### src/rtl/instr_encoder.sv
// instr_encoder: two-stage RV64 instruction packer.
// S1 holds the decoded fields and range-checks the immediate; S2 is the
// output register presenting the packed word and its memory address.
module instr_encoder #(
  parameter logic [63:0] BASE_ADDR = 64'h0,
  parameter logic [63:0] ADDR_STEP = 64'd4,
  parameter int          ERR_CNT_W = 16
) (
  input  logic                 clk,
  input  logic                 reset,
  input  logic                 in_valid,
  output logic                 in_ready,
  input  logic [2:0]           imm_type,
  input  logic [63:0]          immediate,
  input  logic [6:0]           opcode,
  input  logic [4:0]           rd,
  input  logic [2:0]           funct3,
  input  logic [4:0]           rs1,
  input  logic [4:0]           rs2,
  input  logic [6:0]           funct7,
  output logic                 out_valid,
  input  logic                 out_ready,
  output logic [31:0]          instruction,
  output logic [63:0]          out_addr,
  output logic                 range_err,
  output logic [ERR_CNT_W-1:0] err_count
);

  localparam logic [2:0] T_I = 3'b000;
  localparam logic [2:0] T_S = 3'b001;
  localparam logic [2:0] T_B = 3'b010;
  localparam logic [2:0] T_R = 3'b011;

  // vld_pipe[0] = S1 occupied, vld_pipe[1] = S2 occupied
  logic [1:0]  vld_pipe;
  logic [2:0]  s1_type;
  logic [63:0] s1_imm;
  logic [6:0]  s1_op;
  logic [4:0]  s1_rd;
  logic [2:0]  s1_f3;
  logic [4:0]  s1_rs1;
  logic [4:0]  s1_rs2;
  logic [6:0]  s1_f7;

  logic        s1_ok;
  logic        s1_adv;
  logic        out_hs;
  logic [31:0] s1_word;

  assign out_valid = vld_pipe[1];
  assign s1_adv    = vld_pipe[0] && (!vld_pipe[1] || out_ready);
  assign in_ready  = !vld_pipe[0] || s1_adv;
  assign out_hs    = vld_pipe[1] && out_ready;

  // Immediate range check and packing, both from the S1 registers
  always_comb begin
    s1_ok   = 1'b0;
    s1_word = '0;
    case (s1_type)
      T_I: begin
        s1_ok   = (&s1_imm[63:11]) || !(|s1_imm[63:11]);
        s1_word = {s1_imm[11:0], s1_rs1, s1_f3, s1_rd, s1_op};
      end
      T_S: begin
        s1_ok   = (&s1_imm[63:11]) || !(|s1_imm[63:11]);
        s1_word = {s1_imm[11:5], s1_rs2, s1_rs1, s1_f3, s1_imm[4:0], s1_op};
      end
      T_B: begin
        // branch offsets are 13-bit signed and halfword aligned
        s1_ok   = ((&s1_imm[63:12]) || !(|s1_imm[63:12])) && !s1_imm[0];
        s1_word = {s1_imm[12], s1_imm[10:5], s1_rs2, s1_rs1, s1_f3,
                   s1_imm[4:1], s1_imm[11], s1_op};
      end
      T_R: begin
        s1_ok   = 1'b1;
        s1_word = {s1_f7, s1_rs2, s1_rs1, s1_f3, s1_rd, s1_op};
      end
      default: begin
        s1_ok   = 1'b0;
        s1_word = '0;
      end
    endcase
  end

  // S1: capture fields whenever the stage is free or draining this cycle
  always_ff @(posedge clk) begin
    if (reset) begin
      vld_pipe[0] <= 1'b0;
    end else if (in_ready) begin
      vld_pipe[0] <= in_valid;
      if (in_valid) begin
        s1_type <= imm_type;
        s1_imm  <= immediate;
        s1_op   <= opcode;
        s1_rd   <= rd;
        s1_f3   <= funct3;
        s1_rs1  <= rs1;
        s1_rs2  <= rs2;
        s1_f7   <= funct7;
      end
    end
  end

  // S2: load ok entries, empty on handshake; failed entries never arrive
  always_ff @(posedge clk) begin
    if (reset) begin
      vld_pipe[1] <= 1'b0;
      instruction <= '0;
    end else if (s1_adv && s1_ok) begin
      vld_pipe[1] <= 1'b1;
      instruction <= s1_word;
    end else if (out_hs) begin
      vld_pipe[1] <= 1'b0;
    end
  end

  // Address of the word in S2; moves only when a word leaves
  always_ff @(posedge clk) begin
    if (reset)       out_addr <= BASE_ADDR;
    else if (out_hs) out_addr <= out_addr + ADDR_STEP;
  end

  // Drop reporting: one-cycle pulse plus saturating counter
  always_ff @(posedge clk) begin
    if (reset) begin
      range_err <= 1'b0;
      err_count <= '0;
    end else begin
      range_err <= s1_adv && !s1_ok;
      if (s1_adv && !s1_ok && (err_count != '1))
        err_count <= err_count + 1'b1;
    end
  end

endmodule

### config.mk
export PLATFORM = sky130hd
export DESIGN_NAME = instr_encoder
export DESIGN_NICKNAME = d
export VERILOG_FILES = /design/src/rtl/instr_encoder.sv
export SDC_FILE = /design/constraint.sdc
export NUM_CORES = 1
export LEC_CHECK = 0
export ABC_AREA = 0
export CAP_MARGIN = 40
export CORE_MARGIN = 2
export CORE_UTILIZATION = 49
export DETAILED_ROUTE_END_ITERATION = 10
export GPL_TIMING_DRIVEN = 1
export HOLD_SLACK_MARGIN = 0.02
export PLACE_DENSITY_LB_ADDON = 0.05
export SLEW_MARGIN = 10
export SYNTH_ARGS = -nofsm -noshare
export SYNTH_HDL_FRONTEND = slang
export SYNTH_SLANG_ARGS = --single-unit
### constraint.sdc
create_clock -name clk -period 6.5 [get_ports clk]
set_input_delay 1.625 -clock clk [delete_from_list [all_inputs] [get_ports clk]]
set_output_delay 1.625 -clock clk [all_outputs]
set_load 0.03 [all_outputs]
==> metrics.md <==
| Metric | Value |
|---|---|
| CP max stage cell | `clkdlybuf4s50_1` |
| H-tree depth | `1` |
| Final Hold Fails | `0` |
| Root Buffer | `clkbuf_16` |
| Fin. max-slew vios | `0` |
| Placed instance area | `10800 µm²` |
| Highest cell delay on the worst timing path | `0.67 ns` |
| First-pass DRT Iterations | `5` |
| Synth Register Bits | `212` |
| Post-CTS Resized | `0` |
| Period Utilization, post-route | `71.7%` |
| Setup ws final | `1.84 ns` |
| Die area | `18300 µm²` |
| Required time worst endpoint | `4.88 ns` |
| Clk Latency, worst-skew pair | `0.50 ns` |
| Worst-path fanout max | `6` |
| Nets | `1056` |
| Vias after detailed routing | `6243` |
| Power Dens Cells | `246 nW/µm²` |
| CTS tree | `done` |
| Placeable core area | `16700 µm²` |
| Maximum number of pins on one net before global-route repair | `55` |
| Clock-pin slew on the worst setup and hold paths | `0.06 ns` |
| GRT Overall Usage | `20.8%` |
| Syn_area_per_cell | `11.4 µm²` |
| Ys async rst share | `0%` |
| Seq/Total Area, Yosys | `62.0%` |
| Final Instance Area | `11500 µm²` |
| Slew Limit Headroom | `45.5%` |
| Total Power | `0.00282 W` |
| Final worst path period need | `4.66 ns` |
| Clk_skew | `0.0135 ns` |
| WL per Instance | `16.4 µm` |
| Post-route DRC | `0` |
| DRT iter0 DRCs | `324` |
| WS Path Type | `in2out` |
| F_max | `214 MHz` |
| Crit-path cells | `clkdlybuf4s50_1 -> nor2b_1 -> nand2_1 -> clkdlybuf4s50_1` |
| Outcome | `complete, no violations` |
| Mapped Cells | `740` |
| CTS Hold Buffers Added | `0` |
| Grt total ovfl | `0` |
| Worst Tran Pin Value | `0.817 ns` |
| Layout cell share with drive strength beyond 1 | `5.80%` |
| Max Root-Sink Buffers | `3` |
| Site Rows | `47` |
| I/O pins | `218` |
| Static Leak | `4.06 nW` |
| Top_reg_cell synth | `dfxtp_1` |
| First-pass GRT wire length | `30600 µm` |
| Die width | `135 µm` |
| Hpwl dp | `13900 µm` |
| Worst path most repeated cell | `clkdlybuf4s50_1` |
| Setup TNS | `0 ns` |
| Starting Density | `50.6%` |
| Worst Hold Class | `reg2reg` |
| RSZ-0062 raised after global routing | `no` |
| Final setup violation count | `0` |
| Ys Warns | `0` |
| Area Overhead vs Synth | `36.0%` |
| Drt total wl | `19400 µm` |
| Mapped cell area | `8440 µm²` |
| GPL Wtd Cong | `0.806` |
| Setup Fix Bufs, Post-CTS | `0` |
| Pre-CTS WS | `1.85 ns` |
| CP Capture Type | `output pin` |
| Layout filler cell count | `1263` |
| Startpoint Class | `primary input` |
| Commonest cells after routing, fill and taps aside | `clkdlybuf4s50_1, dfxtp_1, edfxtp_1, nor2_1, nand2_1` |
| Number of synthesized flops with an enable pin | `99` |
| Clk sink count | `212` |
| Vias in the first global route | `6289` |
| WP data arrival | `3.04 ns` |
| Number of vias per cell | `5.27` |
| Initial antenna violation count | `0` |
| Die height | `135 µm` |
| Post-synth cell types | `51` |
| Hold WS | `0.449 ns` |
| CTS Buf Count | `23` |
| Antenna Cells | `0` |
| Worst vdd ir | `0.204 mV` |
| Antenna-violating nets left | `0` |
| Commonest non-fill, non-tap cell in the layout | `clkdlybuf4s50_1` |
| Count of buffers from port buffering | `215` |
| Max Cap Viol | `0` |
## cell families after synthesis
logic type	after synthesis	synth area share, %
fa+ha+maj	2	0.296
mux	39	4.77
compound gates	74	6.24
xor+xnor	52	5.39
buf+inv	59	2.85
flops	212	62.0
simple gates	301	18.4
other cells	1	0.0444
## final cells by class
| cell class | instances | area (µm²) | share of cell area [%] |
|---|---|---|---|
| sequential | 212 | 5240 | 45.6 |
| multi-input combinational | 470 | 2980 | 25.9 |
| timing repair buffer | 219 | 2190 | 19.1 |
| clock buffer | 32 | 619 | 5.39 |
| tap | 220 | 275 | 2.40 |
| inverter | 25 | 93.8 | 0.817 |
| clock inverter | 7 | 90.1 | 0.785 |
## final timing paths
check                    end  depth (start not counted)       startpoint  slack (ns)
max                 in_ready                          4        out_ready        1.84
min          instruction[21]                          2  instruction[21]        0.45
max reg2reg  instruction[23]                          8       s1_imm[33]        3.40
min reg2reg  instruction[21]                          2  instruction[21]        0.45
## where the power goes
group | leakage (nW) | internal, W | total, W | switching, W
Combinational | 1.88 | 0.0000788 | 0.000142 | 0.0000631
Sequential | 1.84 | 0.00143 | 0.00145 | 0.0000182
Clock | 0.344 | 0.000742 | 0.00123 | 0.000486
Total | 4.06 | 0.00225 | 0.00282 | 0.000568
## registers in the layout, indices dropped and copies added (netlist names), 5 cells and up
signal,cells
err_count,16
instruction,32
out_addr,62
s1_f7,7
s1_imm,64
s1_op,7
s1_rd,5
s1_rs1,5
s1_rs2,5
## critical path: cells and delay by family
kind	cells	cell delay (ns)
buf+inv	2	1.24
simple gates	2	0.17
## synth_stat cells (all sizes together) (3+ instances only)
cell type	count	area [µm²]
and2	10	62.6
a21oi	30	150
nor4b	3	41.3
and4	9	78.8
a211o	4	35.0
xnor2	21	184
and3	7	43.8
inv	25	93.8
mux2i	29	290
a21o	3	22.5
o22ai	6	37.5
or3	17	106
dfxtp	113	2260
nand2	50	188
edfxtp	99	2970
mux2	10	113
clkbuf	26	97.6
a31o	3	26.3
nor3	12	71.3
a2bb2oi	6	52.6
o21ai	12	60.1
nand3	20	100
nor4	19	119
xor2	31	272
nand2b	3	18.8
nor2b	17	106
nor2	94	353
nand4	36	231
buf	8	48.8
## metrics by stage
stage                     cells  util, %
after floorplan             741        -
after CTS                  1185     68.7
final                      1185     68.7
after detailed placement   1146     64.5
after global routing       1185     68.7
after global placement     1145     64.4
## metal layers
metal  vias up  wire length (µm)  GRT usage (%)
met2       187              9540           36.6
met3        31              1510           5.99
li1       3067                 -              -
met1      2958              7980           25.3
met4         0               369           5.32
met5         -                 0              0
(Power assumes the default switching activity.)
